[src/rtl/serial_adder_fsm.sv]
// -----------------------------------------------------------------------------
// serial_adder_fsm
//
// Multi-bit serial adder under FSM control. A start request latches two
// WIDTH-bit operands and a carry-in. The block then adds BITS_PER_CYCLE bits per
// clock, LSB slice first, and rolls the carry through a carry register. After
// N = WIDTH/BITS_PER_CYCLE RUN cycles it reports the sum, the carry-out and a
// done flag. It holds those results until it is cleared or restarted.
//
// Parameters
//   WIDTH           operand/sum width in bits (>= 1)
//   BITS_PER_CYCLE  bits added per RUN cycle; must divide WIDTH exactly
//
// Ports
//   clk    in   1      rising-edge clock
//   NRST   in   1      asynchronous active-low reset
//   start  in   1      begin an operation (level, honoured in IDLE and DONE)
//   rst    in   1      synchronous soft clear back to IDLE; beats start
//   CIN    in   1      carry-in, latched with the operands
//   A, B   in   WIDTH  operands, latched on an accepted start
//   sub    in   1      (SERIAL_ADDER_SUB_EN only) 1 = compute A - B
//   S      out  WIDTH  sum; valid while done=1
//   COUT   out  1      final carry-out (no-borrow when subtracting); valid while done=1
//   busy   out  1      high in RUN
//   done   out  1      high in DONE
//
// Optional feature
//   Define SERIAL_ADDER_SUB_EN to add the sub input. When sub=1 the adder
//   computes A + ~B + 1 and ignores CIN.
// -----------------------------------------------------------------------------
module serial_adder_fsm #(
    parameter int WIDTH          = 8,
    parameter int BITS_PER_CYCLE = 1
) (
    input  logic             clk,
    input  logic             NRST,
    input  logic             start,
    input  logic             rst,
    input  logic             CIN,
    input  logic [WIDTH-1:0] A,
    input  logic [WIDTH-1:0] B,
`ifdef SERIAL_ADDER_SUB_EN
    input  logic             sub,
`endif
    output logic [WIDTH-1:0] S,
    output logic             COUT,
    output logic             busy,
    output logic             done
);

    localparam int BPC   = (BITS_PER_CYCLE > 0) ? BITS_PER_CYCLE : 1;
    localparam int N     = (WIDTH / BPC > 0) ? (WIDTH / BPC) : 1;
    localparam int IDX_W = (N > 1) ? $clog2(N) : 1;
    localparam logic [IDX_W-1:0] LAST_IDX = IDX_W'(N - 1);

    // Reject geometries where the slices would not tile the operand exactly.
    if ((WIDTH < 1) || (BITS_PER_CYCLE < 1) || ((WIDTH % BPC) != 0)) begin : g_param_check
        $error("serial_adder_fsm: WIDTH must be >= 1 and a multiple of BITS_PER_CYCLE");
    end

    typedef enum logic [1:0] {
        ST_IDLE = 2'd0,
        ST_RUN  = 2'd1,
        ST_DONE = 2'd2
    } state_t;

    // One slice of the ripple: BPC-bit add plus carry-in. Returns {carry, sum}.
    function automatic logic [BPC:0] slice_add(
        input logic [BPC-1:0] a_slice,
        input logic [BPC-1:0] b_slice,
        input logic           c_in
    );
        slice_add = {1'b0, a_slice} + {1'b0, b_slice} + {{BPC{1'b0}}, c_in};
    endfunction

    state_t           state_r;
    logic [WIDTH-1:0] opa_r;
    logic [WIDTH-1:0] opb_r;
    logic             carry_r;
    logic [IDX_W-1:0] idx_r;
    logic [WIDTH-1:0] s_r;
    logic             cout_r;
    logic             busy_r;
    logic             done_r;

    logic [WIDTH-1:0] load_b_s;
    logic             load_c_s;
    logic [BPC-1:0]   slice_a_s;
    logic [BPC-1:0]   slice_b_s;
    logic [BPC:0]     slice_sum_s;

    // Operand B and the initial carry as they will be latched. Subtraction folds
    // into the same adder as A + ~B + 1.
    always_comb begin
        load_b_s = B;
        load_c_s = CIN;
`ifdef SERIAL_ADDER_SUB_EN
        if (sub) begin
            load_b_s = ~B;
            load_c_s = 1'b1;
        end else begin
            load_b_s = B;
            load_c_s = CIN;
        end
`endif
    end

    // Select the current slice of the latched operands and add it.
    always_comb begin
        slice_a_s   = opa_r[idx_r * BPC +: BPC];
        slice_b_s   = opb_r[idx_r * BPC +: BPC];
        slice_sum_s = slice_add(slice_a_s, slice_b_s, carry_r);
    end

    // Control FSM together with the datapath registers and the registered outputs.
    always_ff @(posedge clk or negedge NRST) begin
        if (!NRST) begin
            state_r <= ST_IDLE;
            opa_r   <= {WIDTH{1'b0}};
            opb_r   <= {WIDTH{1'b0}};
            carry_r <= 1'b0;
            idx_r   <= {IDX_W{1'b0}};
            s_r     <= {WIDTH{1'b0}};
            cout_r  <= 1'b0;
            busy_r  <= 1'b0;
            done_r  <= 1'b0;
        end else if (rst) begin
            // Soft clear discards any in-flight operation. Start is not honoured.
            state_r <= ST_IDLE;
            opa_r   <= {WIDTH{1'b0}};
            opb_r   <= {WIDTH{1'b0}};
            carry_r <= 1'b0;
            idx_r   <= {IDX_W{1'b0}};
            s_r     <= {WIDTH{1'b0}};
            cout_r  <= 1'b0;
            busy_r  <= 1'b0;
            done_r  <= 1'b0;
        end else begin
            case (state_r)
                ST_IDLE: begin
                    if (start) begin
                        opa_r   <= A;
                        opb_r   <= load_b_s;
                        carry_r <= load_c_s;
                        idx_r   <= {IDX_W{1'b0}};
                        s_r     <= {WIDTH{1'b0}};
                        cout_r  <= 1'b0;
                        busy_r  <= 1'b1;
                        done_r  <= 1'b0;
                        state_r <= ST_RUN;
                    end else begin
                        state_r <= ST_IDLE;
                    end
                end

                ST_RUN: begin
                    // start is deliberately not looked at here.
                    s_r[idx_r * BPC +: BPC] <= slice_sum_s[BPC-1:0];
                    carry_r                 <= slice_sum_s[BPC];
                    idx_r                   <= idx_r + {{(IDX_W-1){1'b0}}, 1'b1};
                    if (idx_r == LAST_IDX) begin
                        cout_r  <= slice_sum_s[BPC];
                        busy_r  <= 1'b0;
                        done_r  <= 1'b1;
                        state_r <= ST_DONE;
                    end else begin
                        state_r <= ST_RUN;
                    end
                end

                ST_DONE: begin
                    if (start) begin
                        // Back-to-back: re-latch and go straight to RUN.
                        opa_r   <= A;
                        opb_r   <= load_b_s;
                        carry_r <= load_c_s;
                        idx_r   <= {IDX_W{1'b0}};
                        s_r     <= {WIDTH{1'b0}};
                        cout_r  <= 1'b0;
                        busy_r  <= 1'b1;
                        done_r  <= 1'b0;
                        state_r <= ST_RUN;
                    end else begin
                        state_r <= ST_DONE;
                    end
                end

                default: begin
                    state_r <= ST_IDLE;
                    idx_r   <= {IDX_W{1'b0}};
                    s_r     <= {WIDTH{1'b0}};
                    cout_r  <= 1'b0;
                    busy_r  <= 1'b0;
                    done_r  <= 1'b0;
                end
            endcase
        end
    end

    assign S    = s_r;
    assign COUT = cout_r;
    assign busy = busy_r;
    assign done = done_r;

endmodule

[config.mk]
export PLATFORM = sky130hd
export DESIGN_NAME = serial_adder_fsm
export DESIGN_NICKNAME = d
export VERILOG_FILES = /design/src/rtl/serial_adder_fsm.sv
export SDC_FILE = /design/constraint.sdc
export NUM_CORES = 1
export LEC_CHECK = 0
export ABC_AREA = 0
export BUFFER_PORTS_ARGS = -buffer_cell sky130_fd_sc_hd__buf_4
export CAP_MARGIN = 20
export CORE_MARGIN = 2
export CORE_UTILIZATION = 43
export DETAILED_ROUTE_END_ITERATION = 16
export PLACE_DENSITY = 0.76
export SYNTH_ARGS = -nofsm -noshare
export SYNTH_HDL_FRONTEND = slang
export SYNTH_SLANG_ARGS = --single-unit
[constraint.sdc]
create_clock -name clk -period 6.9 [get_ports clk]
set_input_delay 0.345 -clock clk [delete_from_list [all_inputs] [get_ports clk]]
set_output_delay 0.345 -clock clk [all_outputs]
set_load 0.05 [all_outputs]
==> results.yml <==
run_status:
  status: "finished clean"
critical_path:
  worstPathMaxFanout: 11
  critical_path_class: "flip-flop to flip-flop"
  cp.arrival_ns: 3.03
  worstPathRequired_ns: 7.12
  startpoint_type: "flip-flop"
  cp-end-kind: "flip-flop"
yosys:
  synthCells: 134
  ys_types: 42
  synth.largest_area_cell: "dfrtp_1"
  yosysSeqAreaShare_pct: 49.9
  synth.avg_cell_area_sq_um: 12.4
  synth_top_cell_area_share_pct: 49.9
  yosys-top-cells-area: "dfrtp_1 (50%), a22o_1 (11%), mux4_2 (5.4%), ha_1 (3.0%), o21ai_0 (2.7%)"
  ys_seq_elements: 33
  synth_nets: 160
  ys_warn_count: 0
  syn_area_sq_um: 1660
clock_tree:
  cts_root_buf: "clkbuf_8"
  htree_levels: 2
  clock_latency_ns: 0.28
  clockBufferDepth: 2
  clk_transition_reported_paths_ns: 0.06
  post_cts_buffers: 0
  numCtsBuffers: 5
  clock-sinks: 33
  cts_tree: "yes"
place:
  dp_slack_ns: 4.04
  placed_cell_area_sq_um: 1890
  place.gp.congestion: 0.768
  dpl.hpwl_um: 2420
  port-buffer-count: 31
  dp.cells: 205
finish:
  area_growth_pct: 20.6
  diodes: 0
  post-route-cell-area_sq_um: 2000
  nets: 192
  stdcell_count: 214
  drive_gt1_share_pct: 32.5
  fillCellCount: 326
  post-route-util_pct: 54.1
timing:
  whs_ns: 0.281
  setup_viol: 0
  relSlewSlack_pct: 30.5
  finalCriticalPeriod_ns: 2.81
  finalHoldViolations: 0
  rsz0062_at_grt: "false"
  fin_skew_ns: 0.00462
  period_share_pct: 40.8
  timing.fmax_ghz: 0.356
  worst_slack_ns: 4.09
  final-max-slew-violation-count: 0
  fin_setup_tns_ns: 0
  worstMarginPinSlew_ns: 1.04
floorplan:
  io_pins: 32
  fp.dieH_um: 66.0
  initial_utilization_pct: 44.9
  core_area_sq_um: 3690
  dieArea_sq_um: 4360
  num_rows: 22
  die_w_um: 66.0
global_routing:
  antenna_found_initial: 0
  grt_pass1_wl_um: 5870
  grt_use_total_pct: 18.0
  grt_overflow: 0
  grt_pass1_vias: 1248
  grt_max_degree: 34
pwr:
  power.leakage_nw: 0.964
  power_mw: 0.425
  p_per_area_nw_per_um2: 213
  ir_drop_mv: 0.103
detailed_routing:
  drtAntennaViolNets: 0
  drt_iter0_drc: 69
  drt_first_pass_iters: 4
  avgRoutedWirePerCell_um: 15.7
  avgViaCountPerCell: 5.77
  wl_um: 3370
  drc: 0
  vias: 1235
worst_hold_path:
  min_path_type: "input port to flip-flop"
flow_run:
  cap_violations: 0
==> cells in the mapped netlist, drive strengths merged <==
library cell and count:
dfrtp 33, a22o 20, nand2 9, o21ai 9, inv 6, buf 5
ha 4, mux4 4, and4b 3, clkbuf 3, nand4 3, nor2 3
a21oi 2, a31o 2, mux2i 2, nor3b 2, nor4 2, nor4bb 2
a211oi 1, a21o 1, a311o 1, a32o 1, and2 1, and2b 1
and3b 1, fa 1, nand4b 1, nor2b 1, nor3 1, nor4b 1
o211a 1, o211ai 1, o21bai 1, o2bb2ai 1, or2 1, or3 1
or3b 1, or4b 1
==> final timing paths <==
path	start	to	slack (ns)	depth (start not counted)
setup / recovery	idx_r[0]	S[3]	4.09	6
setup reg to reg	idx_r[0]	S[3]	4.09	6
hold reg to reg	opb_r[0]	opb_r[0]	0.50	1
max in group asynchronous	NRST	carry_r	6.07	2
min in group asynchronous	NRST	S[2]	0.53	2
hold / removal	B[2]	opb_r[2]	0.28	2
==> worst max-delay path, stage by stage, from the launching register on <==
cell and delay (ns):
dfrtp_1 0.61, mux4_2 0.56, mux2i_1 0.19, fa_1 0.44, or4b_4 0.54, nor4_4 0.22, a22o_1 0.20
==> layout make-up <==
class,count,area (sq um),area share [%]
Clock buffer,7,86.3,4.32
Inverter,6,22.5,1.13
Multi-Input combinational cell,87,752,37.7
Sequential cell,33,826,41.4
Tap cell,48,60.1,3.01
Timing Repair Buffer,33,250,12.5
==> per-layer routing <==
metal / GRT usage (%) / part of all wire (%) / vias up
met1: 22.5 / 43 / 615
met3: 4.60 / 4.8 / 6
met2: 30.1 / 50 / 34
li1: - / - / 580
met4: 6.89 / 1.8 / 0
met5: 0 / 0 / -
==> cell usage in the layout (no fill, tap or decap), drive strengths merged, types with 2 or more instances in the layout <==
master   n
dfrtp   33
buf     32
a22o    20
nand2    9
o21ai    9
clkbuf   7
inv      6
mux4     4
ha       4
nor2     3
nand4    3
and4b    3
mux2i    2
a31o     2
nor4bb   2
a21oi    2
nor3b    2
nor4     2
==> report_power, final <==
part / switching (mW) / leakage (nW) / total, mW / internal [mW]
registers: 0.00909 / 0.449 / 0.212 / 0.203
logic: 0.0373 / 0.471 / 0.0687 / 0.0314
clock network: 0.0651 / 0.0443 / 0.144 / 0.0790
total: 0.112 / 0.964 / 0.425 / 0.313
==> cell families after synthesis <==
logic type	count (synthesis)	synth area share, %
AND/OR/NAND/NOR	35	15.4
AO/OA/AOI/OAI	41	19.1
flip-flops	33	49.9
buffers and inverters	14	4.69
multiplexers	6	6.65
adder cells (fa/ha/maj)	5	4.23
==> sequential cells by signal, summed over array words and instances, names as in the netlist <==
signal   count
COUT         1
S            8
opb_r        8
state_r      2
busy         1
done         1
opa_r        8
idx_r        3
carry_r      1
==> repair_timing <==
action	in CTS	in global routing
hold buffers	1	0
gates resized for setup	0	0
hold endpoints to repair	1	0
Note: power is estimated with default switching activity, not from simulation.
